[src/rtl/param_lifo_stack.sv]
// Parametrised LIFO stack with single-cycle push, pop and replace.
// The top of stack is held in a register so it is visible without popping.
module param_lifo_stack #(
    parameter int WIDTH = 8,
    parameter int DEPTH = 32
) (
    input  logic                       clk,
    input  logic                       rst,
    input  logic                       push,
    input  logic                       pop,
    input  logic                       clear,
    input  logic                       err_clr,
    input  logic [WIDTH-1:0]           din,
    output logic [WIDTH-1:0]           dout,
    output logic [$clog2(DEPTH+1)-1:0] count,
    output logic                       empty,
    output logic                       full,
    output logic                       overflow,
    output logic                       underflow
);

    localparam int CW = $clog2(DEPTH + 1);
    localparam int AW = (DEPTH > 1) ? $clog2(DEPTH) : 1;

    logic [WIDTH-1:0] mem_q [DEPTH];

    logic [CW-1:0]    count_q, count_d;
    logic [WIDTH-1:0] dout_q, dout_d;
    logic             overflow_q, overflow_d;
    logic             underflow_q, underflow_d;

    logic             wrEn;
    logic [AW-1:0]    wrAddr;
    logic [AW-1:0]    rdAddr;
    logic             isEmpty;
    logic             isFull;

    assign isEmpty = (count_q == '0);
    assign isFull  = (count_q == CW'(DEPTH));

    // Entry just below the current top; only used when count >= 2.
    assign rdAddr = AW'(count_q - CW'(2));

    always_comb begin
        count_d     = count_q;
        dout_d      = dout_q;
        overflow_d  = err_clr ? 1'b0 : overflow_q;
        underflow_d = err_clr ? 1'b0 : underflow_q;
        wrEn        = 1'b0;
        wrAddr      = AW'(count_q);

        if (clear) begin
            count_d = '0;
            dout_d  = '0;
        end else begin
            unique case ({push, pop})
                2'b10: begin
                    if (isFull) begin
                        overflow_d = 1'b1;
                    end else begin
                        wrEn    = 1'b1;
                        wrAddr  = AW'(count_q);
                        count_d = count_q + CW'(1);
                        dout_d  = din;
                    end
                end
                2'b01: begin
                    if (isEmpty) begin
                        underflow_d = 1'b1;
                    end else if (count_q == CW'(1)) begin
                        count_d = '0;
                        dout_d  = '0;
                    end else begin
                        count_d = count_q - CW'(1);
                        dout_d  = mem_q[rdAddr];
                    end
                end
                2'b11: begin
                    // Simultaneous push and pop replaces the top; on an empty
                    // stack there is nothing to replace so it acts as a push.
                    wrEn   = 1'b1;
                    dout_d = din;
                    if (isEmpty) begin
                        wrAddr  = '0;
                        count_d = CW'(1);
                    end else begin
                        wrAddr = AW'(count_q - CW'(1));
                    end
                end
                default: begin
                end
            endcase
        end
    end

    always_ff @(posedge clk or posedge rst) begin
        if (rst) begin
            count_q     <= '0;
            dout_q      <= '0;
            overflow_q  <= 1'b0;
            underflow_q <= 1'b0;
        end else begin
            count_q     <= count_d;
            dout_q      <= dout_d;
            overflow_q  <= overflow_d;
            underflow_q <= underflow_d;
        end
    end

    // Storage contents are don't-care until written, so no reset here.
    always_ff @(posedge clk) begin
        if (wrEn) begin
            mem_q[wrAddr] <= din;
        end
    end

    assign dout      = dout_q;
    assign count     = count_q;
    assign empty     = isEmpty;
    assign full      = isFull;
    assign overflow  = overflow_q;
    assign underflow = underflow_q;

endmodule

[config.mk]
export PLATFORM = sky130hd
export DESIGN_NAME = param_lifo_stack
export DESIGN_NICKNAME = d
export VERILOG_FILES = /design/src/rtl/param_lifo_stack.sv
export SDC_FILE = /design/constraint.sdc
export NUM_CORES = 1
export LEC_CHECK = 0
export CAP_MARGIN = 20
export CORE_MARGIN = 5
export CORE_UTILIZATION = 44
export CTS_CLUSTER_SIZE = 30
export DETAILED_ROUTE_END_ITERATION = 16
export GPL_TIMING_DRIVEN = 0
export PLACE_DENSITY = 0.65
export SLEW_MARGIN = 10
export SYNTH_ARGS = -nofsm -noshare
export SYNTH_HDL_FRONTEND = slang
export SYNTH_SLANG_ARGS = --single-unit
[constraint.sdc]
create_clock -name clk -period 3.6 [get_ports clk]
set_clock_uncertainty 0.1 [all_clocks]
set_input_delay 0.72 -clock clk [delete_from_list [all_inputs] [get_ports clk]]
set_output_delay 0.72 -clock clk [all_outputs]
set_load 0.1 [all_outputs]
==> run metrics <==
min cycle time layout=3.58 ns; Mean Syn Cell Area=18.8 sq um; Clock Power Share=27.9%; Cells after Synth=597; Post-Synth Simple-Gate Area=4.02%; port buffer count=30; Core Area=25,200 sq um; CP required=3.80 ns; synth unique cells=60; status=finished clean; Clock Pin Slew Worst Setup and Hold Paths=0.06 ns; met2 Track Usage GR=28.7%; Seq/Total Area, Yosys=72.0%; Worst-Skew Late Latency=0.54 ns; largest family of logic cells by synthesized area=multiplexers; Die X=170 microns; P_sw=3.40 mW; largest net degree at the start of global routing=34; critical path data arrival time=3.78 ns; Synth warnings=0; Inserted Clock Buffers=28; layout cells sized above 1=29.2%; min-delay src=overflow; CTS max path bufs=3; Root Buffer=clkbuf_16; DRC=0; crit path launch type=register; post-synth top area cell=edfxtp_1; Final nets=697; GRT busiest layer=met2; crit path capture=mem_q[0][6]; Final setup viols=0; Slew headroom=33.0%; register-to-register setup slack=0.02 ns; final hold violations=0; Synth Flop Type=edfxtp_1; Max VDD drop=706 uV; post-synthesis xor/xnor area fraction=0.0780%; largest cells by area after synthesis=edfxtp_1 68%, mux4_2 13%, dfrtp_1 3.6%, mux2i_1 2.3%, nor2_1 1.2%; DRT antenna net count=0; RSZ-0062 raised after global routing=true; Clock Sinks=272; Power Dens Cells=731 nW/um^2; Max Slew Vio Count=0; most frequent cells in the layout=256 x edfxtp_1, 64 x mux4_2, 32 x nor2_4, 28 x clkbuf_16, 26 x mux2i_1; most common cell after layout, fill and taps aside=edfxtp_1; Sequential Power Share=36.9%; Crit path max-delay family=buffers and inverters; fmax=280 MHz; final WL=26,200 microns; Initial Util=44.6%; Iteration-0 DRC Markers=774; Critical Path Most Common Cell=buf_12; Hold WC Path Type=register to register; Cell Area, Synth=11,200 sq um; first-pass GRT wire length=39,600 microns; Comb power frac=35.3%; crit path buf inv count=8; fin crit share=99.4%; Slowest Stage Delay on Critical Path=0.49 ns; final cell count without fillers=1,028; Reg2Reg Depth=14; GP Congestion=0.895; met3 global-route usage=3.07%; Synth Register Bits=272; dpl cells=961; Synth top area share=68.4%; post-synthesis mux area share=15.2%; CP Depth=14; Avg Vias per Cell=5.97; total grt overflow=0; Post-Syn Nets=618; Total GRT Usage=18.4%; Max Cap Viol=0; Pre-Repair DR Iteration Count=8; crit path max-delay cell type=o31ai_1; RR Startpoint=count[1]; CP Cell Sequence=buf_8 -> buf_8 -> buf_12 -> clkinv_4 -> ha_1 -> nor4b_4 -> buf_4 -> nand2_2 -> clkinvlp_4 -> buf_12 -> o31ai_1 -> or2_1 -> nor2_4 -> buf_12; Post-Synth Adder-Cell Area=0.780%; Post-synth EDFFs=256; Worst R2R End=mem_q[0][6]; die height=170 microns; Pleak=4.36 nW; Cell Int Power=6.48 mW; Via Count=6,141; sw frac=34.4%; Post-synth ARST share=5.88%; CP Max Fanout=12; TritonCTS clock tree=built; M1 GR Usage=26.8%; compound-gate portion of the synthesized area=6.17%; initial antenna violation count=0; hpwl dp=17,300 microns; Ant. Diodes=0; Setup crit end kind=register; WS Path Type=register to register; Die Area=28,800 sq um; H-Tree Level Count=1; Area Growth Syn to Fin=20.4%; vias in the first global route=6,167; Tot Pwr=9.88 mW; Worst-Margin Slew=1.00 ns; WL/cell=25.5 microns; # IOs=32; row count=58; CP Launch Point=count[1]
Yosys cell counts, types with 2 or more instances:
| cell | number |
|---|---|
| o21ai_0 | 9 |
| a221oi_1 | 4 |
| edfxtp_1 | 256 |
| a21boi_0 | 2 |
| nand3b_1 | 2 |
| dfrtp_1 | 16 |
| a21oi_1 | 8 |
| o2bb2ai_1 | 3 |
| o211ai_1 | 6 |
| a31oi_1 | 8 |
| a22o_1 | 9 |
| nor3_1 | 5 |
| buf_4 | 2 |
| nor2_1 | 37 |
| clkbuf_1 | 9 |
| nand3_1 | 5 |
| o31ai_1 | 3 |
| a21bo_2 | 2 |
| or2_2 | 2 |
| buf_2 | 17 |
| o21a_1 | 2 |
| ha_1 | 7 |
| nand2_1 | 25 |
| mux4_2 | 64 |
| a21o_1 | 9 |
| a22oi_1 | 3 |
| mux2i_1 | 26 |
| inv_1 | 12 |
| buf_1 | 2 |
| o22ai_1 | 2 |
| a222oi_1 | 8 |
| nand2b_1 | 4 |
flip-flops by register name (all words and copies together) (netlist names):
signal,cells
mem_q,256
underflow,1
count,6
dout,8
overflow,1
per-layer routing:
layer  vias to the layer above  part of all wire [%]
li1                       2638                     -
met1                      3237                    44
met2                       209                    48
met3                        57                   5.6
met4                         0                   3.0
met5                         -                     0
power by group through the flow:
stage,registers (mW),clock network (mW),logic (mW)
6_report,3.65,2.75,3.48
5_1_grt,3.65,2.95,3.68
4_1_cts,3.64,2.80,3.40
3_5_place_dp,3.71,0,3.33
3_3_place_gp,3.71,0,3.28
2_1_floorplan,4.04,0,2.04
logic make-up (layout without fill, tap and decap cells):
kind of cell / after synthesis / count (layout)
buffers and inverters: 45 / 146
adder cells (fa/ha/maj): 7 / 7
multiplexers: 90 / 90
AO/OA/AOI/OAI: 89 / 89
XOR/XNOR: 1 / 1
AND/OR/NAND/NOR: 93 / 93
flip-flops: 272 / 272
through the flow:
step / hold slack (ns) / cell area (sq um) / utilization (%) / worst slack (ns) / setup TNS [ns]
global route: 0.473 / 13500 / 53.7 / -0.0855 / -4.50
global placement: 0.431 / 12300 / 48.8 / -0.693 / -31.78
finish: 0.439 / 13500 / 53.7 / 0.0224 / 0
CTS: 0.444 / 13400 / 53.0 / -0.0391 / -0.0763
detailed placement: 0.434 / 12400 / 49.1 / -0.712 / -36.69
floorplan: 0.534 / 11600 / - / 0.0152 / 0
timing repair:
item	4_1_cts	5_1_grt
hold buffers	0	0
gates resized for setup	26	9
pin swaps	4	3
buffers inserted	6	8
endpoints found under the setup margin	235	244
area by class of cell:
cell class,count,area [sq um]
fillers,1954,11700
plain buffers,30,218
inverters,15,72.6
clock inverters,18,154
clock buffers,34,723
repair buffers,49,607
flip-flops and latches,272,8100
multi-input cells,280,3240
well taps,330,413
worst reg2reg max path, cell delays in order (launching register included):
cell and delay, ns:
dfrtp_4 0.44, buf_8 0.17, buf_8 0.20, buf_12 0.18
clkinv_4 0.13, ha_1 0.22, nor4b_4 0.13, buf_4 0.18
nand2_2 0.11, clkinvlp_4 0.17, buf_12 0.17, o31ai_1 0.49
or2_1 0.44, nor2_4 0.06, buf_12 0.16
how the worst min path moves through the flow:
stage               endpoint  slack (ns)  depth (start not counted)
floorplan           count[2]        0.53                          1
global placement    overflow        0.43                          2
detailed placement  overflow        0.43                          2
CTS                 overflow        0.44                          2
global route        overflow        0.47                          2
finish              overflow        0.44                          2
No activity file was read; power rests on OpenSTA's default activity.
